$ cat src/rtl/inst_mem_arbiter.sv
// inst_mem_arbiter: shares the instruction RAM port between fetch reads and the program loader.
// Optional INST_ARB_CHECKSUM_EN adds load_csum, a running XOR of in-range words written.
`default_nettype none

module inst_mem_arbiter #(
    parameter int DATA_W = 32,
    parameter int DEPTH  = 1024,
    parameter int RD_LAT = 2,            // 1 or 2
    localparam int ADDR_W = $clog2(DEPTH)
) (
    input  logic              clk,
    input  logic              rst,
    input  logic              fetch_req,
    input  logic [ADDR_W-1:0] fetch_addr,
    output logic              fetch_grant,
    output logic              fetch_rvalid,
    output logic [DATA_W-1:0] fetch_rdata,
    output logic              fetch_stall,
    output logic              restart,
    input  logic              load_valid,
    input  logic [ADDR_W:0]   load_addr,
    input  logic [DATA_W-1:0] load_data,
    input  logic              load_last,
    output logic              load_ready,
    output logic              load_err,
`ifdef INST_ARB_CHECKSUM_EN
    output logic [DATA_W-1:0] load_csum,
`endif
    output logic [ADDR_W-1:0] ram_addr,
    output logic [DATA_W-1:0] ram_din,
    output logic              ram_we,
    input  logic [DATA_W-1:0] ram_dout
);

    typedef enum logic [1:0] {
        S_FETCH = 2'd0,
        S_DRAIN = 2'd1,
        S_LOAD  = 2'd2,
        S_FLUSH = 2'd3
    } state_t;

    // The S_FETCH cycle that sees load_valid already issues no grant, so it is
    // the first of the RD_LAT drain cycles; S_DRAIN covers the rest (at least one).
    localparam int DRAIN_LEN = (RD_LAT > 1) ? RD_LAT - 1 : 1;

    state_t            state, state_nxt;
    logic [1:0]        cnt, cnt_nxt;
    logic [RD_LAT-1:0] rv_sr;
    logic              err;
    logic              accept;
    logic              in_range;

    assign in_range     = load_addr < (ADDR_W+1)'(DEPTH);
    assign fetch_rvalid = rv_sr[RD_LAT-1];
    assign fetch_rdata  = ram_dout;
    assign ram_din      = load_data;
    assign load_err     = err;

    always_ff @(posedge clk) begin
        if (rst) begin
            state <= S_FETCH;
            cnt   <= 2'd0;
            rv_sr <= '0;
            err   <= 1'b0;
        end else begin
            state <= state_nxt;
            cnt   <= cnt_nxt;
            rv_sr <= (rv_sr << 1) | RD_LAT'(fetch_grant);
            if (accept && !in_range) begin
                err <= 1'b1;
            end
        end
    end

    always_comb begin
        state_nxt   = state;
        cnt_nxt     = cnt;
        fetch_grant = 1'b0;
        fetch_stall = 1'b1;
        load_ready  = 1'b0;
        restart     = 1'b0;
        ram_addr    = fetch_addr;
        ram_we      = 1'b0;
        accept      = 1'b0;
        case (state)
            S_FETCH: begin
                fetch_stall = 1'b0;
                cnt_nxt     = 2'd0;
                if (load_valid) begin
                    state_nxt = S_DRAIN;
                end else begin
                    fetch_grant = fetch_req;
                end
            end
            S_DRAIN: begin
                if (cnt == 2'(DRAIN_LEN - 1)) begin
                    state_nxt = S_LOAD;
                    cnt_nxt   = 2'd0;
                end else begin
                    cnt_nxt = cnt + 2'd1;
                end
            end
            S_LOAD: begin
                load_ready = 1'b1;
                ram_addr   = load_addr[ADDR_W-1:0];
                ram_we     = load_valid && in_range;
                accept     = load_valid;
                cnt_nxt    = 2'd0;
                if (load_valid && load_last) begin
                    state_nxt = S_FLUSH;
                end
            end
            S_FLUSH: begin
                if (cnt == 2'(RD_LAT - 1)) begin
                    restart   = 1'b1;
                    state_nxt = S_FETCH;
                    cnt_nxt   = 2'd0;
                end else begin
                    cnt_nxt = cnt + 2'd1;
                end
            end
            default: begin
                state_nxt = S_FETCH;
            end
        endcase
    end

`ifdef INST_ARB_CHECKSUM_EN
    logic [DATA_W-1:0] csum;

    assign load_csum = csum;

    always_ff @(posedge clk) begin
        if (rst || (state == S_FETCH && load_valid)) begin
            csum <= '0;
        end else if (ram_we) begin
            csum <= csum ^ load_data;
        end
    end
`endif

endmodule

`default_nettype wire
$ cat config.mk
export PLATFORM = sky130hd
export DESIGN_NAME = inst_mem_arbiter
export DESIGN_NICKNAME = d
export VERILOG_FILES = /design/src/rtl/inst_mem_arbiter.sv
export SDC_FILE = /design/constraint.sdc
export NUM_CORES = 1
export LEC_CHECK = 0
export CAP_MARGIN = 10
export CORE_ASPECT_RATIO = 0.8
export CORE_MARGIN = 3
export CORE_UTILIZATION = 22
export DETAILED_ROUTE_END_ITERATION = 16
export GPL_TIMING_DRIVEN = 0
export PLACE_DENSITY = 0.81
export SLEW_MARGIN = 5
export SYNTH_ARGS = -nofsm -noshare
export SYNTH_HDL_FRONTEND = slang
export SYNTH_SLANG_ARGS = --single-unit
$ cat constraint.sdc
create_clock -name clk -period 2 [get_ports clk]
set_input_delay 0.2 -clock clk [delete_from_list [all_inputs] [get_ports clk]]
set_output_delay 0.2 -clock clk [all_outputs]
set_load 0.02 [all_outputs]
After elaboration in Yosys (flattened, before gate mapping). Index checks and enable logic that the tools add are counted.

Flip-flop bits (word level): 7. Input bits: 90. Output and inout port bits: 81. Word-level logic and storage cells: 40.

Add/sub/neg operators: 1. Order comparisons: 1. Eq/ne operators: 8. Multiplexer cells: 17. Bitwise logic cells: 1. Reductions and logical operators: 8.

Operator list (number): $mux W2 (6); $lt A11 B11 Y1 const B (1); $mux W10 (1); $mux W1 (8); $ne A2 B2 Y1 const B (4); $pmux W2 S4 (1); $pmux W2 S3 (1); $eq A2 B1 Y1 const B (2); $eq A2 B2 Y1 const B (2); $logic_not A2 Y1 (2); $reduce_and A4 Y1 (1); $logic_and A1 B1 Y1 (3); $add A2 B1 Y2 const B (1); $or A2 B1 Y2 (1); $reduce_or A2 Y1 (1); $logic_not A1 Y1 (1).

Depth between registers and ports, before layout. Gate-level depths: netlist of run 1.

Word-level depth: 3. Depth in mapped cells: 5. Gate-level depth less buffers: 5.

Worst setup path before layout of run 1. No wires, ideal clock.

Path type: register to output. From: reg state[0]. To: out ram_addr[2]. Data arrival time: 1.459 ns. Required time: 1.800 ns. Slack: 0.341 ns. Cell stages (with the launch flop): 5. Path buffers: 1. Cell sequence: dfxtp_1 -> inv_1 -> ha_1 -> buf_2 -> mux2_1.

Longest elaborated chain between the ends: 2.

Ends and longest elaborated chain: start: declaration (RTL line 46) `state_t state, state_nxt;`; start signal: assignment (RTL line 66) `state <= state_nxt;`; $eq A2 B2 Y1 (RTL line 85) `case (state)`; $mux W10 (RTL line 85); end: declaration (RTL line 29) `output logic [ADDR_W-1:0] ram_addr,`.

Every way passes these cells.

Worst setup path in the final report of run 1.
From: reg state[0]. To: out ram_addr[3].

The elaborated chain is that of the path after synthesis.

==> flow_metrics.tcl, run 1 <==
set metrics [dict create \
    status "finished, final reports clean" \
    power_frac_seq_pct 14.8 \
    vias 1078 \
    fin_cells 288 \
    synthCells 121 \
    grt_usage_pct 11.5 \
    crit_arrival_ns 1.70 \
    nets 331 \
    antenna_found_initial 0 \
    rsz0062_at_grt "no" \
    p_leak_nw 1.01 \
    powerDensity_nw_per_um2 584 \
    synth-seq-cells 7 \
    post_cts_buffers 0 \
    wire_per_inst_um 12.2 \
    timing.critical_path.required_ns 1.80 \
    tightestPinTransition_ns 0.327 \
    crit_chain "inv_2 -> ha_4 -> buf_6 -> mux2_1 -> dlygate4sd2_1" \
    crit_slowest_cell "dfxtp_1" \
    fin_util_pct 51.0 \
    die_h_um 67.5 \
    power_w 0.00130 \
    grt_use_met2_pct 22.4 \
    end_kind "primary output" \
    post-route-min-period_ns 1.90 \
    finalCritPeriodShare_pct 94.8 \
    synth.area.top_cells "buf_4 (46%), dfxtp_1 (13%), ha_1 (11%)" \
    cts_hold_repair.buffers 0 \
    viasPerCell 3.74 \
    p_sw_share_pct 39.8 \
    syn_area_per_cell_um2 8.60 \
    dp.cells 284 \
    numClockSinks 7 \
    insertedDiodeCount 0 \
    crit_type "reg2out" \
    start_util_pct 23.9 \
    yosysSeqAreaShare_pct 13.5 \
    cts-resized-gates 17 \
    maxCapViolations 0 \
    drv_slew 0 \
    cts_buffer_depth 2 \
    globalRouteMet1Util_pct 11.9 \
    fin_ws_ns 0.105 \
    syn_nets 220 \
    coreArea_um2 4360 \
    whs_ns 0.436 \
    layout-drive-gt1-share_pct 31.6 \
    port_buffers 106 \
    clockPowerShare_pct 15.4 \
    grt.met3_usage_pct 3.78 \
    ioPinCount 171 \
    cp_max_fo 10 \
    totalWireLength_mm 3.51 \
    routabilityCongestion 0.695 \
    skew_ns 0.00203 \
    synth_cell_types 19 \
    vdd_drop_max_mv 0.259 \
    rows 21 \
    hold_class "reg2reg" \
    cp-start-kind "flop" \
    grt_start_max_net_pins 11 \
    yosysTopAreaCell "buf_4" \
    switching_power_w 0.000517 \
    die_width_um 82.9 \
    cts_buffers 3 \
    drcViolationCount 0 \
    p_int_w 0.000782 \
    drt-pass1-iter-count 4 \
    slew-limit-headroom_pct 78.2 \
    grt_overflow 0 \
    ant_nets 0 \
    clock-root-buffer "clkbuf_8" \
    synth_area_um2 1040 \
    grt_pass1_vias 1031 \
    nFillCells 422 \
    dieArea_um2 5600 \
    ys_warn_count 0 \
    synth_top_area_share_pct 46.2 \
    top_usage_layer "met2" \
    clkTransAtPathRegs_ns 0.04 \
    dp_slack_ns -0.179 \
    cts_max_level 1 \
    worstSkewPairLatency_ns 0.23 \
    cts_tree "done" \
    cpLargestDelayFamily "buffers and inverters" \
    layout.cells.most_common "clkdlybuf4s50_1" \
    grt_pass1_wl_mm 5.09 \
    layout_common_cells "clkdlybuf4s50_1 (94), buf_4 (64), dlygate4sd2_1 (12), mux2_1 (10), ha_1 (8)" \
    final-setup-viol-count 0 \
    drt_iter0_drc 10 \
    cpPeakStageDelay_ns 0.39 \
    syn_to_final_growth_pct 114 \
    hold_violations 0 \
    p_comb_share_pct 69.8 \
    max_freq_ghz 0.528 \
    cp.buffers_inverters 3 \
]
[power by group through the flow]
stage / clock (W) / sequential, W / combinational, W
finish: 0.000200 / 0.000192 / 0.000906
global route: 0.000219 / 0.000197 / 0.000977
CTS: 0.000210 / 0.000190 / 0.000920
detailed placement: 0 / 0.000189 / 0.000930
global placement: 0 / 0.000188 / 0.000923
floorplan: 0 / 0.000187 / 0.000544
[path summary, 6_finish.rpt]
check,slack [ns],startpoint,to,cells after the start
worst min register to register,0.44,rv_sr[0],rv_sr[1],1
worst min-delay path,0.44,rv_sr[0],rv_sr[1],1
worst max register to register,0.39,state[1],state[1],5
worst max-delay path,0.10,state[0],ram_addr[3],5
[per-stage QoR]
step / area [um^2] / TNS, ns
2_1_floorplan: 1040 / 0
3_3_place_gp: 2170 / -1.11
3_5_place_dp: 2170 / -1.22
4_1_cts: 2230 / 0
5_1_grt: 2230 / 0
6_report: 2230 / 0
[cells by family (layout without fill, tap and decap cells)]
| logic type | after synthesis | count (layout) | synth area share, % |
|---|---|---|---|
| adder cells (fa/ha/maj) | 9 | 9 | 10.8 |
| buffers and inverters | 71 | 181 | 48.8 |
| multiplexers | 12 | 12 | 12.7 |
| AO/OA/AOI/OAI | 6 | 6 | 5.89 |
| AND/OR/NAND/NOR | 16 | 16 | 8.29 |
| flip-flops | 7 | 7 | 13.5 |
[flip-flops by register name, summed over array words and instances, names as in the netlist]
register,count
rv_sr,2
cnt,2
state,2
load_err,1
[cell usage after synthesis (all sizes together)]
| cell | count |
|---|---|
| a22oi | 1 |
| nor2b | 4 |
| a21oi | 1 |
| nor2 | 4 |
| buf | 65 |
| ha | 9 |
| a31oi | 1 |
| nand2b | 3 |
| a2111oi | 1 |
| a21boi | 1 |
| nand3b | 1 |
| dfxtp | 7 |
| mux2 | 10 |
| mux2i | 2 |
| and2 | 2 |
| nand2 | 2 |
| inv | 6 |
| o21bai | 1 |
[layout make-up]
cell class,instances,area [um^2],share of cell area [%]
Buffer,65,492,22.1
Timing Repair Buffer,106,1050,47.0
Clock buffer,3,41.3,1.85
Sequential cell,7,140,6.30
Tap cell,57,71.3,3.20
Clock inverter,1,5.00,0.225
Inverter,6,22.5,1.01
Multi-Input combinational cell,43,408,18.3
[metal layers]
metal	vias up	wire length [um]
met5	-	0
met4	0	46
met3	4	246
met2	55	2010
met1	480	1200
li1	539	-
No activity file was read; power rests on OpenSTA's default activity.
==> run 2: changes to the inputs <==
CORE_ASPECT_RATIO = default   (was 0.8)
HOLD_SLACK_MARGIN = 0.12   (was default)
==> flow_metrics.tcl, run 2 (synthesis results as in run 1) <==
set metrics [dict create \
    crit_chain "inv_2 -> ha_4 -> buf_6 -> mux2_1 -> dlygate4sd2_1" \
    hold_class "reg2reg" \
    layout.cells.most_common "clkdlybuf4s50_1" \
    insertedDiodeCount 0 \
    timing.critical_path.required_ns 1.80 \
    wire_per_inst_um 12.5 \
    start_util_pct 23.3 \
    cp_max_fo 10 \
    cts_max_level 1 \
    p_leak_nw 1.01 \
    nFillCells 436 \
    port_buffers 106 \
    end_kind "primary output" \
    vias 1098 \
    max_freq_ghz 0.531 \
    ioPinCount 171 \
    syn_to_final_growth_pct 113 \
    die_h_um 74.8 \
    cp-start-kind "flop" \
    clock-root-buffer "clkbuf_8" \
    layout_common_cells "clkdlybuf4s50_1 (94), buf_4 (64), dlygate4sd2_1 (12), mux2_1 (10), ha_1 (8)" \
    grt_pass1_wl_mm 4.74 \
    cts_tree "done" \
    totalWireLength_mm 3.55 \
    post-route-min-period_ns 1.88 \
    coreArea_um2 4470 \
    rsz0062_at_grt "no" \
    p_int_w 0.000784 \
    rows 24 \
    powerDensity_nw_per_um2 583 \
    viasPerCell 3.88 \
    layout-drive-gt1-share_pct 31.2 \
    p_comb_share_pct 70.0 \
    cpLargestDelayFamily "buffers and inverters" \
    slew-limit-headroom_pct 77.6 \
    final-setup-viol-count 0 \
    ant_nets 0 \
    cp.buffers_inverters 3 \
    cts_buffers 3 \
    routabilityCongestion 0.670 \
    p_sw_share_pct 39.4 \
    clkTransAtPathRegs_ns 0.04 \
    maxCapViolations 0 \
    crit_slowest_cell "dfxtp_1" \
    grt_pass1_vias 973 \
    numClockSinks 7 \
    crit_type "reg2out" \
    cts_hold_repair.buffers 0 \
    finalSetupTns_ns 0 \
    finalCritPeriodShare_pct 94.2 \
    cpPeakStageDelay_ns 0.39 \
    nets 331 \
    skew_ns 0.00442 \
    grt_overflow 0 \
    post_cts_buffers 0 \
    tightestPinTransition_ns 0.336 \
    crit_arrival_ns 1.68 \
    drv_slew 0 \
    die_width_um 74.8 \
    status "finished, final reports clean" \
    reg_top3 "cnt x2, rv_sr x2, state x2" \
    worstSkewPairLatency_ns 0.22 \
    hold_violations 0 \
    clockPowerShare_pct 15.1 \
    antenna_found_initial 0 \
    fin_util_pct 49.6 \
    drcViolationCount 0 \
    switching_power_w 0.000509 \
    grt_usage_pct 11.2 \
    cts_buffer_depth 2 \
    grt_start_max_net_pins 11 \
    drt-pass1-iter-count 3 \
    power_frac_seq_pct 14.9 \
    vdd_drop_max_mv 0.437 \
    dieArea_um2 5590 \
    drt_iter0_drc 10 \
]
-- run 2: worst paths after layout --
kind	from	to	slack (ns)	cells past startpoint
setup / recovery	state[0]	ram_addr[4]	0.12	5
hold / removal	rv_sr[0]	rv_sr[1]	0.43	1
setup reg to reg	state[1]	state[1]	0.37	5
hold reg to reg	rv_sr[0]	rv_sr[1]	0.43	1
-- run 2: stage by stage --
stage / cell area [um^2] / hold WS [ns] / std cells / setup slack (ns) / power (W)
after detailed placement: 2170 / 0.435 / 279 / -0.167 / 0.00112
after global placement: 2170 / 0.424 / 279 / -0.184 / 0.00111
final: 2220 / 0.435 / 283 / 0.116 / 0.00129
after floorplan: 1040 / 0.269 / 121 / 0.341 / 0.000731
after CTS: 2220 / 0.444 / 283 / 0.0362 / 0.00132
after global routing: 2220 / 0.448 / 283 / 0.0333 / 0.00139
-- run 2: per-layer routing --
metal	GRT usage (%)	vias up	wire, um
met5	0	-	0
met4	2.37	0	19
met3	2.67	2	364
met2	22.0	79	1940
met1	12.0	479	1220
li1	-	538	-
-- run 2: final cells by class --
| class | count | area, um^2 | share of cell area (%) |
|---|---|---|---|
| Buffer | 65 | 492 | 22.2 |
| Clock buffer | 4 | 45.0 | 2.03 |
| Inverter | 6 | 22.5 | 1.02 |
| Multi-Input combinational cell | 43 | 408 | 18.4 |
| Sequential cell | 7 | 140 | 6.32 |
| Tap cell | 52 | 65.1 | 2.93 |
| Timing Repair Buffer | 106 | 1050 | 47.2 |
-- run 2: timing repair --
action	in CTS	in global routing
setup endpoints to repair	12	2
cloned	0	0
resized for setup	17	1
-- run 2: power by group through the flow --
| stage | Clock [W] | Sequential (W) | Combinational, W |
|---|---|---|---|
| after detailed placement | 0 | 0.000189 | 0.000930 |
| after CTS | 0.000202 | 0.000192 | 0.000922 |
| after global routing | 0.000211 | 0.000195 | 0.000979 |
| after floorplan | 0 | 0.000187 | 0.000544 |
| final | 0.000195 | 0.000193 | 0.000905 |
| after global placement | 0 | 0.000187 | 0.000923 |
-- run 2: worst reg2reg max path: cells and delay by family (launching register included) --
kind	cells	cell delay (ns)
AO/OA/AOI/OAI	1	0.39
adder cells (fa/ha/maj)	1	0.21
buffers and inverters	1	0.11
flip-flops	1	0.42
multiplexers	1	0.24
AND/OR/NAND/NOR	1	0.18
==> patch 1, RTL diff (flow settings as in run 2) <==
Set the parameter `DATA_W` to 28 (it was 32).
--- a/src/rtl/inst_mem_arbiter.sv
+++ b/src/rtl/inst_mem_arbiter.sv
@@ -3,7 +3,7 @@
 `default_nettype none
 
 module inst_mem_arbiter #(
-    parameter int DATA_W = 32,
+    parameter int DATA_W = 28,
     parameter int DEPTH  = 1024,
     parameter int RD_LAT = 2,            // 1 or 2
     localparam int ADDR_W = $clog2(DEPTH)
Interface: changed (resized fetch_rdata, load_data, ram_din and ram_dout); port bits go from 171 to 155. The function was not compared with the original's and may differ.
==> patch 1 against run 2 <==
Power shrank 3.3%; sequential cell count is the same; core utilization grew 0.51 points; synthesized cell count shrank 6.6%; highest routed layer unchanged; synthesized area shrank 5.8%; largest power group unchanged; worst setup slack gained 0.020 ns; final area shrank 6.4%; count of clock-buffer cells in the layout is the same; wire length shrank 14%.
==> patch 1: results (changes against run 2) <==
* Number of cells in the design after placement: 261 (-6.5%)
- The number of vias after detailed routing came to 1,016 (-7.5%).
- Highest clock frequency the design can meet: 0.536 GHz (+1.1%)
- Synth top area cells: sky130_fd_sc_hd__buf_4, sky130_fd_sc_hd__dfxtp_1, sky130_fd_sc_hd__ha_1, sky130_fd_sc_hd__mux2_1, sky130_fd_sc_hd__a2111oi_4
- Fillers: 411 (-5.7%)
- Part of the power in combinational logic: 0.690 (-0.010)
* Largest clock skew in the final design: 0.00464 ns (+0.000217 ns)
* GR met1 Demand/Resource: 0.0987 (-0.0213)
- The placed cell area is 2020 sq um (-6.6%).
- The total nets after synthesis was 204 (-7.3%).
* Worst slack at placement: -0.140 ns (+0.0264 ns)
* Placed wire-length estimate: 2.76 mm
* Met3 wirelength from detailed routing: 502 um (+38%)
- The average wire length per cell after detail routing came to 11.5 um (-8.5%).
- The number of search-and-repair iterations in the first detailed-routing pass came to 2 (-1).
* Global-route usage over all layers: 0.102 (-0.00951)
- The post-synthesis compound-gate area fraction came to 0.0625 (+0.00361).
- The maximum root-to-sink buffer count came to 2 (unchanged).
- Number of nets in the final layout: 307 (-7.3%)
- Maximum vdd drop: 235 uV (-46%)
* Critical path endpoint: ram_addr[2]
* First-pass GRT wire length: 4.26 mm (-10%)
* P_leak: 0.941 nW (-6.9%)
- The adder-cell share of the synthesized area came to 0.115 (+0.00662).
* Worst slew margin: 0.764 (-0.0122)
* List of most frequent post-synthesis cells: sky130_fd_sc_hd__buf_4, sky130_fd_sc_hd__mux2_1, sky130_fd_sc_hd__ha_1
- The switching share of power was 0.392 (-0.00192).
* Data arrival, critical path: 1.66 ns (-0.02 ns)
- Clock tree synthesis selected as its root buffer the cell sky130_fd_sc_hd__clkbuf_8.
- Number of global-route vias before repair: 956 (-1.7%)
* Minimum setup slack among reg-to-reg paths: 0.39 ns (+0.02 ns)
- Global routing usage on met2: 0.194 (-0.0251)
- The routed length on met2 came to 1.60 mm (-18%).
* Post-route met1 wirelength: 931 um (-24%)
* Status: finished clean
* DRC marker count from the first detailed-route iteration: 32 (+22)
- Layout Cells excl Fill: 265 (-6.4%)
* Multiplexer fraction of the synthesized cell area: 0.135 (+0.00780)
* Fraction of layout instances using a drive strength above 1: 0.298 (-0.0140)
* Portion of the post-synthesis area used by sequential elements: 0.143 (+0.00824)
- Endpoint of the worst-slack reg-to-reg timing path: state[0]$_SDFFE_PP0P_
- Final RePlAce weighted congestion: 0.754 (+12%)
* Gate count of the mapped netlist: 113 (-6.6%)
* Clock Latency Late Sink: 0.23 ns
- Sequential logic power: 189 uW (-2%)
* Met3 Use GR: 0.0523 (+0.0256)
- The count of input and output buffers was 98 (-7.5%).
- The XOR/XNOR share of the synthesized area was 0 (unchanged).
[patch 1: cell count changes after synthesis]
cell / delta
sky130_fd_sc_hd__buf_4: -8
[patch 1: stage by stage]
step	setup TNS, ns	power [mW]	hold WS [ns]	utilization
floorplan	0	0.707	0.269	-
global placement	-0.748	1.07	0.426	0.489
detailed placement	-0.882	1.08	0.420	0.489
CTS	0	1.26	0.430	0.498
global route	0	1.33	0.460	0.501
finish	0	1.25	0.428	0.501
[patch 1: what timing repair did]
action,CTS,global route
resized for setup,16,2
cloned,0,0
endpoints found under the setup margin,12,7
hold buffers,0,0
[patch 1: area by class of cell]
class | count | share of cell area
Timing Repair Buffer | 98 | 0.465
Inverter | 6 | 0.0108
Clock buffer | 4 | 0.0217
Buffer | 57 | 0.208
Sequential cell | 7 | 0.0675
Tap cell | 50 | 0.0301
Multi-Input combinational cell | 43 | 0.197
==> patch 2, RTL diff (flow settings as in run 2) <==
Made on the original files. Register the output `load_err` once more, without a reset; this adds one clock of latency there. The other outputs are not delayed to match.
--- a/src/rtl/inst_mem_arbiter.sv
+++ b/src/rtl/inst_mem_arbiter.sv
@@ -54,7 +54,9 @@
     assign fetch_rvalid = rv_sr[RD_LAT-1];
     assign fetch_rdata  = ram_dout;
     assign ram_din      = load_data;
-    assign load_err     = err;
+    always_ff @(posedge clk) begin
+        load_err <= err;
+    end
 
     always_ff @(posedge clk) begin
         if (rst) begin
Behaviour: not the same (a bounded check fails within 4 cycles, from zero or initial values and one cycle with rst high).
==> patch 2 against run 2 <==
Clock skew is 0.0018 ns higher; worst hold slack got worse by 0.084 ns; wire length down 0.37%; combinational power hardly changed; largest power group unchanged; worst setup slack better by 0.035 ns; largest cell class unchanged; sequential cell count increased by 1; final area is 0.79% higher; synthesized area grew 1.9%; power increased by 2.1%.
==> patch 2: results (changes against run 2) <==
- Status: finished clean
- The first-pass GRT wire length came to 4.94 mm (+4.2%).
- The met2 track demand over resource came to 0.223 (+0.00388).
- The portion of the post-synthesis area used by sequential elements is 0.151 (+0.0163).
- GR met1 Demand/Resource: 0.117 (-0.00346)
- The commonest cells after synthesis are sky130_fd_sc_hd__buf_4, sky130_fd_sc_hd__mux2_1, sky130_fd_sc_hd__ha_1.
* Detailed Routing Iterations Pass 1: 4 (+1)
- The fill cell instance count of the final layout was 460 (+5.5%).
- The number of global-route vias before repair is 1,086 (+12%).
* Worst slew pin tran: 0.342 ns (+0.00653 ns)
* Final Core Density: 0.496 (+0.000584)
* Post-route met1 wirelength: 1.15 mm (-5.7%)
* Data buffer area share: 0.688 (-0.00543)
- The worst path setup slack after routing was 0.150 ns (+0.0345 ns).
- P_leak: 1.02 nW (+0.71%)
- Gate count of the mapped netlist: 122 (+0.83%)
- The sum of routed wire length over all layers came to 3.54 mm (-0.37%).
* Fraction of layout instances using a drive strength above 1: 0.316 (+0.00433)
- After clock tree synthesis, the clock-pin slew on the worst setup and hold paths is 0.05 ns.
- The number of clock buffers in the layout was 3 (-1).
- The maximum clock skew at final layout was 0.00618 ns (+0.00176 ns).
- Critical path endpoint: ram_addr[3]
* Clock-cell share: 0.0185 (-0.00184)
- Syn_nets: 221 (+0.45%)
* Met3 wirelength from detailed routing: 361 um (-0.82%)
- The register area was 161 sq um (+15%).
- The met3 usage in global routing was 0.0396 (+0.0129).
* Final RePlAce weighted congestion: 0.724 (+8.0%)
* Post-synthesis register bit count: 8 (+1)
* Detailed route wirelength on metal2: 2.01 mm (+3.3%)
* Total cell area at the placement stage: 2190 sq um (+0.92%)
- Number of cells in the design after placement: 280 (+0.36%)
- Minimum setup slack among reg-to-reg paths: 0.41 ns (+0.04 ns)
- The final net count is 332 (+0.30%).
- The maximum VDD drop came to 400 uV (-8.4%).
- Resized Gates After CTS: 17 (unchanged)
- Synth top area cells: sky130_fd_sc_hd__buf_4, sky130_fd_sc_hd__dfxtp_1, sky130_fd_sc_hd__ha_1, sky130_fd_sc_hd__mux2_1, sky130_fd_sc_hd__a2111oi_4
- The starting DRC count in detailed routing came to 24 (+14).
patch 2: cell types whose count changed in the layout (fill, tap and decap cells not counted), sizes merged:
cell    before  now
dfxtp        7    8
clkbuf       4    3
patch 2: worst min-delay path by stage:
| stage | start | endpoint | slack (ns) | cells after the start |
|---|---|---|---|---|
| 2_1_floorplan | rst | cnt[1]$_SDFF_PP0_ | 0.27 | 1 |
| 3_3_place_gp | err$_SDFFE_PP0P_ | load_err$_DFF_P_ | 0.33 | 0 |
| 3_5_place_dp | err$_SDFFE_PP0P_ | load_err$_DFF_P_ | 0.34 | 0 |
| 4_1_cts | err$_SDFFE_PP0P_ | load_err$_DFF_P_ | 0.35 | 0 |
| 5_1_grt | err$_SDFFE_PP0P_ | load_err$_DFF_P_ | 0.36 | 0 |
| 6_report | err$_SDFFE_PP0P_ | load_err$_DFF_P_ | 0.35 | 0 |
patch 2: logic make-up after synthesis:
logic type | after synthesis | share of synthesized area
compound gates | 6 | 0.0578
fa+ha+maj | 9 | 0.106
buf+inv | 71 | 0.479
flops | 8 | 0.151
mux | 12 | 0.125
simple gates | 16 | 0.0814
patch 2: worst max-delay path: stages (launching register included):
cell and delay (ns):
sky130_fd_sc_hd__dfxtp_1 0.40, sky130_fd_sc_hd__ha_4 0.20, sky130_fd_sc_hd__buf_6 0.16, sky130_fd_sc_hd__mux2_1 0.32, sky130_fd_sc_hd__dlygate4sd2_1 0.32
patch 2: power breakdown:
group | total, mW | internal, mW | switching (mW)
logic | 0.906 | 0.483 | 0.424
registers | 0.214 | 0.188 | 0.0263
clock network | 0.200 | 0.131 | 0.0691
